File: config.mk
export PLATFORM = sky130hd
export DESIGN_NAME = bin2bcd_seq
export DESIGN_NICKNAME = d
export VERILOG_FILES = /design/src/rtl/bin2bcd_seq.sv
export SDC_FILE = /design/constraint.sdc
export NUM_CORES = 1
export LEC_CHECK = 0
export CELL_PAD_IN_SITES_DETAIL_PLACEMENT = 0
export CELL_PAD_IN_SITES_GLOBAL_PLACEMENT = 2
export CORE_MARGIN = 2
export CORE_UTILIZATION = 34
export DETAILED_ROUTE_END_ITERATION = 8
export GPL_TIMING_DRIVEN = 0
export PLACE_DENSITY = 0.8
export SLEW_MARGIN = 20
export SYNTH_ARGS = -nofsm -noshare
export SYNTH_HDL_FRONTEND = slang
export SYNTH_SLANG_ARGS = --single-unit
export TNS_END_PERCENT = 50
File: constraint.sdc
create_clock -name clk -period 1.75 [get_ports clk]
set_input_delay 0.35 -clock clk [delete_from_list [all_inputs] [get_ports clk]]
set_output_delay 0.35 -clock clk [all_outputs]
set_load 0.03 [all_outputs]
File: src/rtl/bin2bcd_seq.sv
// Sequential 14-bit binary to 4-digit BCD converter (double-dabble, one bit per cycle).
// Fixed 14-cycle latency per conversion. start is ignored while busy; values above 9999 saturate to 9999 and set ovf.
module bin2bcd_seq (
   input  logic        clk,
   input  logic        rst,
   input  logic        start,
   input  logic [13:0] bin_in,
   output logic        busy,
   output logic        done,
   output logic [15:0] bcd_out,
   output logic        ovf
);

   typedef enum logic {IDLE, SHIFT} state_t;

   state_t      state;
   logic [13:0] bin_sr;
   logic [15:0] bcd_wr;
   logic [3:0]  cnt;
   logic        big;
   logic [15:0] bcd_adj;
   logic [15:0] bcd_nxt;

   // Digits >= 5 get +3 so that the following left shift carries correctly into the next decade.
   always_comb begin
      bcd_adj = bcd_wr;
      for (int i = 0; i < 4; i++) begin
         if (bcd_wr[4*i +: 4] >= 4'd5)
            bcd_adj[4*i +: 4] = bcd_wr[4*i +: 4] + 4'd3;
      end
      bcd_nxt = {bcd_adj[14:0], bin_sr[13]};
   end

   always_ff @(posedge clk) begin
      if (!rst) begin
         state   <= IDLE;
         bin_sr  <= '0;
         bcd_wr  <= '0;
         cnt     <= '0;
         big     <= 1'b0;
         busy    <= 1'b0;
         done    <= 1'b0;
         bcd_out <= '0;
         ovf     <= 1'b0;
      end else begin
         done <= 1'b0;
         case (state)
            IDLE: begin
               if (start) begin
                  bin_sr <= bin_in;
                  bcd_wr <= '0;
                  cnt    <= '0;
                  big    <= (bin_in > 14'd9999);
                  busy   <= 1'b1;
                  state  <= SHIFT;
               end
            end
            SHIFT: begin
               bcd_wr <= bcd_nxt;
               bin_sr <= {bin_sr[12:0], 1'b0};
               if (cnt == 4'd13) begin
                  // Out-of-range inputs overflow the 4-digit working register; publish the saturated value instead.
                  bcd_out <= big ? 16'h9999 : bcd_nxt;
                  ovf     <= big;
                  done    <= 1'b1;
                  busy    <= 1'b0;
                  state   <= IDLE;
               end else begin
                  cnt <= cnt + 4'd1;
               end
            end
            default: state <= IDLE;
         endcase
      end
   end

endmodule

==> results of run 1 <==
==> registers in the layout, summed over array words and instances, names as in the netlist, 4 cells and up <==
register and count:
bcd_wr 16, bcd_out 16, cnt 4, bin_sr 14
==> cell families after synthesis <==
logic type	share of synthesized area [%]
AND/OR/NAND/NOR	21.72
AO/OA/AOI/OAI	18.29
flip-flops	41.37
buffers and inverters	5.829
multiplexers	6.770
adder cells (fa/ha/maj)	4.701
XOR/XNOR	1.317
==> metal layers <==
| layer | global-route usage [%] | wire [microns] | vias to the layer above |
|---|---|---|---|
| met5 | 0 | 0 | - |
| met4 | 4.726 | 91 | 0 |
| met3 | 3.417 | 263 | 8 |
| met2 | 26.22 | 2923 | 38 |
| met1 | 22.69 | 3326 | 1023 |
| li1 | - | - | 1095 |
==> final cells by class <==
| cell class | instances | area [sq um] | share of cell area (%) |
|---|---|---|---|
| well taps | 102 | 127.6 | 3.922 |
| multi-input cells | 198 | 1405 | 43.18 |
| clock inverters | 2 | 35.03 | 1.077 |
| inverters | 12 | 45.04 | 1.384 |
| repair buffers | 34 | 347.8 | 10.69 |
| plain buffers | 20 | 110.1 | 3.383 |
| clock buffers | 6 | 82.58 | 2.537 |
| flip-flops and latches | 55 | 1101 | 33.83 |
==> worst paths after layout <==
kind / start / endpoint / slack (ns) / cells after the start
setup reg to reg: cnt[0]$_SDFFE_PN0P_ / bcd_out[4]$_SDFFE_PN0P_ / 0.17 / 5
hold reg to reg: busy$_SDFFE_PN0P_ / busy$_SDFFE_PN0P_ / 0.45 / 2
hold / removal: busy$_SDFFE_PN0P_ / busy$_SDFFE_PN0P_ / 0.45 / 2
setup / recovery: bcd_out[0]$_SDFFE_PN0P_ / bcd_out[0] / 0.04 / 1
==> metrics by stage <==
stage,setup slack [ns],hold slack (ns)
2_1_floorplan,0.4314,0.5006
3_3_place_gp,-0.1744,0.4358
5_1_grt,0.009275,0.4906
6_report,0.04348,0.4538
4_1_cts,0.02760,0.4585
3_5_place_dp,-0.1547,0.4412
==> power by group through the flow <==
stage	Combinational, mW	Sequential [mW]	Clock, mW
6_report	0.234	1.30	0.890
5_1_grt	0.261	1.30	0.961
4_1_cts	0.236	1.30	0.919
3_5_place_dp	0.236	1.32	0
3_3_place_gp	0.235	1.32	0
2_1_floorplan	0.139	1.32	0
==> placed cells by master (no fill, tap or decap), types with 3 or more instances in the layout <==
cell type and count:
nor3_1 7, clkbuf_8 6, o21ai_1 3, o21ai_0 21, nand2_1 24, a21oi_2 3
a32o_1 3, clkdlybuf4s50_1 31, buf_2 9, dfxtp_1 55, nor2b_1 5, a31o_1 4
and2_1 13, nor2_1 9, dlymetal6s2s_1 3, xnor2_1 3, o221a_2 4, a32o_2 4
clkbuf_1 6, a31o_2 3, nand3_1 6, nor3b_1 12, inv_1 12, nand2b_1 10
mux2i_1 18, a21oi_1 13, o32ai_1 3, ha_1 10
==> timing repair <==
action / 4_1_cts / 5_1_grt
buffers inserted: 0 / 0
resized for setup: 0 / 3
setup endpoints to repair: 0 / 3
==> out/results.ini, run 1 <==
[status]
status = finished clean

[finish]
nNetsFinal = 353
final_core_util_pct = 42.56
fin_area_sq_um = 3254
syn2layout_area_growth_pct = 22.28
drive_above_1_share_pct = 12.84
num_antenna_cells = 0
finalNonFillerCells = 429
fill_cells = 756

[detailed_routing]
drtIter0Drc = 103
routed_wl_microns = 6605
wl_per_cell_microns = 15.40
viasPerCell = 5.044
drt_pass1_iterations = 4
num_vias = 2164
drc = 0
ant_nets = 0

[yosys]
synth-edff-count = 0
ys_types = 45
synth.area.top_cells = dfxtp_1, mux2i_1, ha_1
avgSynthCellArea_sq_um = 9.338
synth_area_sq_um = 2661
synth_warnings = 0
synthFlopType = dfxtp_1
synth_most_common_cell = dfxtp_1
yosys.area.top_type = dfxtp_1
synth_cells = 285
ys_ff_latch = 55
async_flop_share_pct = 0
synth_top_cell_area_share_pct = 41.37
synth_fp_nets = 312
synth_common_cells = dfxtp_1, nand2_1, o21ai_0, mux2i_1
seq_area_frac_synth_pct = 41.37

[clock_network]
clockBufferDepth = 2
cts_buffers = 5
clk_pin_slew_worst_paths_ns = 0.10
cts_htree_levels = 2
cts_tree = built
clkSinkCount = 55
ctsHoldBuffers = 0
worstSkewPairLatency_ns = 0.31
clock-root-buffer = clkbuf_8

[grt]
gr-total-overflow = 0
antenna_found_initial = 0
grt_usage_pct = 16.52
grt_max_degree = 17
grt_pass1_wl_microns = 11070
grt_pass1_vias = 2149

[power]
intPower_mw = 1.844
switching_share_pct = 23.81
comb_power_share_pct = 9.7
seqPwrFrac_pct = 53.6
switching_power_uw = 576.2
power_density_nw_per_um2 = 743.7
pwr-share-clk_pct = 36.8
vdd_ir_drop_max_v = 0.0003765
p_total_mw = 2.420
p_leak_nw = 1.292

[sta]
tightestPinTransition_ns = 0.5915
rsz0062_at_grt = no
fin_tns_setup_ns = 0
fmax_ghz = 0.5860
finalSetupViolCount = 0
slew_headroom_pct = 60.57
period_minus_slack_ns = 1.707
hold_viol = 0
maxSlewViolCount = 0
fin_worst_skew_ns = 0.009553
period_share_pct = 97.52

[floorplanning]
start_util_pct = 34.80
die_y_microns = 92.47
core_area_sq_um = 7647
die_x_microns = 92.47
ios = 36
fp.dieArea_sq_um = 8551
rows = 32

[flow_run]
cap_violations = 0

[worst_setup_path]
crit_chain = clkdlybuf4s50_1
arrival_ns = 1.36
critPathRequiredTime_ns = 1.40
cp-start-kind = flop
worstSetupPathType = flop to output port
path_buf_inv = 1
endpoint_kind = output port
critical_path.max_stage_delay_ns = 0.68
crit_family = buffers and inverters
slowest_stage = clkdlybuf4s50_1
cp_max_fo = 2

[placed_design]
place_inst = 421
placed_cell_area_sq_um = 3129
dp_hpwl_microns = 4622
port_buffers = 34
gp_congestion = 0.7724

[worst_hold_path]
hold_path_class = flop to flop

Note: power is estimated with default switching activity, not from simulation.
==> run 2, diff against run 1 <==
--- a/config.mk
+++ b/config.mk
@@ -8,10 +8,11 @@
 export CELL_PAD_IN_SITES_DETAIL_PLACEMENT = 0
 export CELL_PAD_IN_SITES_GLOBAL_PLACEMENT = 2
 export CORE_MARGIN = 2
-export CORE_UTILIZATION = 34
+export CORE_UTILIZATION = 36
+export CTS_CLUSTER_SIZE = 28
 export DETAILED_ROUTE_END_ITERATION = 8
 export GPL_TIMING_DRIVEN = 0
-export PLACE_DENSITY = 0.8
+export PLACE_DENSITY = 0.84
 export SLEW_MARGIN = 20
 export SYNTH_ARGS = -nofsm -noshare
 export SYNTH_HDL_FRONTEND = slang
==> constraint.sdc (replaced) <==
create_clock -name clk -period 2.05 [get_ports clk]
set_input_delay 0.41 -clock clk [delete_from_list [all_inputs] [get_ports clk]]
set_output_delay 0.41 -clock clk [all_outputs]
set_load 0.03 [all_outputs]
==> out/results.ini, run 2 (same netlist as run 1, synthesis figures left out) <==
[clock_network]
clockBufferDepth = 2
ctsHoldBuffers = 0
worstSkewPairLatency_ns = 0.31
clkSinkCount = 55
clk_pin_slew_worst_paths_ns = 0.10
post_cts_resized = 0
cts_buffers = 5
cts_tree = built
cts_htree_levels = 2
post-cts-setup-buffers = 0
clock-root-buffer = clkbuf_8

[placed_design]
port_buffers = 34
gp_congestion = 0.7410
dp_hpwl_microns = 4655
place_inst = 418
placed_cell_area_sq_um = 3126

[sta]
whs_ns = 0.4574
fmax_ghz = 0.5661
period_minus_slack_ns = 1.766
fin_worst_skew_ns = 0.005689
maxSlewViolCount = 0
slew_headroom_pct = 60.82
period_share_pct = 86.17
tightestPinTransition_ns = 0.5877
fin_tns_setup_ns = 0
hold_viol = 0
finalSetupViolCount = 0
rsz0062_at_grt = no

[power]
p_leak_nw = 1.226
p_total_mw = 1.970
vdd_ir_drop_max_v = 0.0003496
power_density_nw_per_um2 = 610.8

[worst_setup_path]
cp-start-kind = flop
worstSetupPathType = flop to output port
arrival_ns = 1.36
critPathRequiredTime_ns = 1.64
endpoint_kind = output port
cp_max_fo = 2
path_buf_inv = 1
crit_chain = clkdlybuf4s50_1
slowest_stage = clkdlybuf4s50_1
regToRegSetupSlack_ns = 0.47
crit_family = buffers and inverters
critical_path.max_stage_delay_ns = 0.68

[detailed_routing]
viasPerCell = 5.031
wl_per_cell_microns = 15.36
ant_nets = 0
drc = 0
num_vias = 2143
drt_pass1_iterations = 4
drtIter0Drc = 131
routed_wl_microns = 6542

[floorplanning]
core_area_sq_um = 7214
rows = 31
die_x_microns = 89.98
die_y_microns = 89.98
start_util_pct = 36.89
ios = 36
fp.dieArea_sq_um = 8096

[status]
status = finished clean

[finish]
syn2layout_area_growth_pct = 21.20
fin_area_sq_um = 3226
nNetsFinal = 353
mostFrequentLayoutCells = dfxtp_1, clkdlybuf4s50_1, nand2_1, o21ai_0, mux2i_1
reg_top3 = bcd_out: 16 flops, bcd_wr: 16 flops, bin_sr: 14 flops
drive_above_1_share_pct = 12.54
layout_commonest_cell = dfxtp_1
finalNonFillerCells = 426
num_antenna_cells = 0

[grt]
grt_usage_pct = 16.93
grt_pass1_wl_microns = 10870
gr-total-overflow = 0
grt_pass1_vias = 2052
antenna_found_initial = 0
grt_max_degree = 16

[worst_hold_path]
hold_path_class = flop to flop

[flow_run]
cap_violations = 0

-- run 2: worst paths after layout --
path                                 from                       end  depth (start not counted)
setup / recovery  bcd_out[7]$_SDFFE_PN0P_                bcd_out[7]                          1
hold / removal          busy$_SDFFE_PN0P_         busy$_SDFFE_PN0P_                          2
setup reg to reg      cnt[0]$_SDFFE_PN0P_  bcd_out[12]$_SDFFE_PN0P_                          5
hold reg to reg         busy$_SDFFE_PN0P_         busy$_SDFFE_PN0P_                          2
-- run 2: per-stage QoR --
step	util [%]	worst slack, ns
detailed placement	43.32	0.08867
finish	44.71	0.2836
global route	44.71	0.2272
CTS	44.71	0.2657
global placement	43.32	0.07502
floorplan	-	0.7314
-- run 2: report_power, final --
group | switching (mW) | total [mW] | internal [mW]
Clock | 0.354 | 0.664 | 0.309
Sequential | 0.0143 | 1.11 | 1.09
Combinational | 0.114 | 0.200 | 0.0859
-- run 2: area by class of cell --
cell class / count / area, sq um
Buffer: 20 / 110.1
Clock buffer: 8 / 100.1
Fill cell: 763 / 3989
Inverter: 12 / 45.04
Multi-Input combinational cell: 198 / 1405
Sequential cell: 55 / 1101
Tap cell: 99 / 123.9
Timing Repair Buffer: 34 / 340.3
-- run 2: metal layers --
metal	GRT usage [%]	wire length, microns	vias up
met5	0	0	-
met3	3.018	309	10
met1	24.03	3189	1008
met4	5.513	106	0
li1	-	-	1087
met2	26.20	2936	38
-- run 2: tightest hold or removal path: cells and delay by family (launching register included) --
kind / cells / cell delay, ns
AOI/OAI and AO/OA: 1 / 0.05
DFF: 1 / 0.32
buffers and inverters: 1 / 0.05
==> run 3, diff against run 2 <==
==> constraint.sdc (replaced) <==
create_clock -name clk -period 2.05 [get_ports clk]
set_input_delay 0.41 -clock clk [delete_from_list [all_inputs] [get_ports clk]]
set_output_delay 0.41 -clock clk [all_outputs]
set_load 0.1 [all_outputs]
==> out/results.ini, run 3 (same netlist as run 1, synthesis figures left out) <==
[grt]
grt_usage_pct = 16.88
grt_pass1_wl_microns = 10840
grt_max_degree = 16
gr-total-overflow = 0
antenna_found_initial = 0
grt_pass1_vias = 2046

[sta]
fin_tns_setup_ns = 0
hold_viol = 0
fmax_ghz = 0.5122
rsz0062_at_grt = no
tightestPinTransition_ns = 0.9653
finalSetupViolCount = 0
period_share_pct = 95.25
fin_worst_skew_ns = 0.005562
timing.final.ws_setup_ns = 0.09747
period_minus_slack_ns = 1.953
slew_headroom_pct = 35.90
maxSlewViolCount = 0

[finish]
mostFrequentLayoutCells = dfxtp_1, nand2_1, o21ai_0, dlygate4sd2_1, mux2i_1
drive_above_1_share_pct = 12.54
nNetsFinal = 353
reg_top3 = bcd_out: 16 flops, bcd_wr: 16 flops, bin_sr: 14 flops
layout_commonest_cell = dfxtp_1
num_antenna_cells = 0
fill_cells = 772
syn2layout_area_growth_pct = 20.31

[floorplanning]
die_y_microns = 89.98
fp.dieArea_sq_um = 8096
rows = 31
core_area_sq_um = 7214
ios = 36
start_util_pct = 36.89
die_x_microns = 89.98

[detailed_routing]
drt_pass1_iterations = 4
num_vias = 2150
drtIter0Drc = 125
viasPerCell = 5.047
drc = 0
routed_wl_microns = 6541
ant_nets = 0
wl_per_cell_microns = 15.35

[clock_network]
post_cts_resized = 19
clk_pin_slew_worst_paths_ns = 0.10
clock-root-buffer = clkbuf_8
cts_buffers = 5
clockBufferDepth = 2
clkSinkCount = 55
cts_tree = built
ctsHoldBuffers = 0
cts_htree_levels = 2
worstSkewPairLatency_ns = 0.31
post-cts-setup-buffers = 0

[worst_hold_path]
hold_path_class = flop to flop

[worst_setup_path]
arrival_ns = 1.54
regToRegSetupSlack_ns = 0.48
crit_chain = dlygate4sd2_1
endpoint_kind = output port
crit_start = bcd_out[7]$_SDFFE_PN0P_
cp.depth = 1
path_buf_inv = 1
critPathRequiredTime_ns = 1.64
slowest_stage = dlygate4sd2_1
cp_max_fo = 2
cp-start-kind = flop
reg2reg_from = cnt[0]$_SDFFE_PN0P_
critical_path.max_stage_delay_ns = 0.86
endpoint = bcd_out[7]
crit_family = buffers and inverters
worstSetupPathType = flop to output port
r2r-end = bcd_out[12]$_SDFFE_PN0P_
worst_r2r_path_depth = 5

[placed_design]
gp_congestion = 0.7410
port_buffers = 34
dp_hpwl_microns = 4655
place_ws_ns = 0.08867

[flow_run]
cap_violations = 0

[power]
power_density_nw_per_um2 = 618.5
vdd_ir_drop_max_v = 0.0003510
p_leak_nw = 1.316

[status]
status = finished clean

-- run 3: cell count changes in the layout (fill, tap and decap cells not counted) --
cell,delta
clkdlybuf4s50_1,-19
dlygate4sd2_1,+19
-- run 3: per-stage QoR --
step           std cells  utilization (%)  total power, mW  area (sq um)  hold slack (ns)
2_1_floorplan        285                -            1.258          2661           0.5006
3_5_place_dp         418            43.32            1.340          3126           0.4390
5_1_grt              426            44.38            2.066          3202           0.4857
4_1_cts              426            44.38            1.996          3202           0.4540
3_3_place_gp         418            43.32            1.340          3126           0.4376
6_report             426            44.38            1.980          3202           0.4544
-- run 3: per-layer routing --
layer	vias up	wire (microns)	global-route usage, %
li1	1088	-	-
met1	1013	3131	24.03
met2	38	2967	26.01
met3	11	339	3.018
met4	0	102	5.513
met5	-	0	0
-- run 3: worst min-delay path by stage --
stage                                        from                      end  depth (start not counted)
after global routing            busy$_SDFFE_PN0P_        busy$_SDFFE_PN0P_                          2
after CTS                       busy$_SDFFE_PN0P_        busy$_SDFFE_PN0P_                          2
after global placement          busy$_SDFFE_PN0P_        busy$_SDFFE_PN0P_                          2
final                            ovf$_SDFFE_PN0P_         ovf$_SDFFE_PN0P_                          2
after floorplan           bin_sr[12]$_SDFFE_PN0P_  bin_sr[13]$_SDFFE_PN0P_                          2
after detailed placement        busy$_SDFFE_PN0P_        busy$_SDFFE_PN0P_                          2
-- run 3: report_power, final --
part / leakage [nW] / switching, mW / internal [mW]
logic: 0.819 / 0.122 / 0.0847
registers: 0.446 / 0.0143 / 1.09
clock network: 0.0515 / 0.358 / 0.309
-- run 3: area by class of cell --
cell class                      instances  area [sq um]  share of cell area [%]
Inverter                               12         45.04                   1.407
Timing Repair Buffer                   34         316.6                   9.887
Buffer                                 20         110.1                   3.439
Sequential cell                        55          1101                   34.39
Clock buffer                            8         100.1                   3.126
Multi-Input combinational cell        198          1405                   43.88
Tap cell                               99         123.9                   3.869
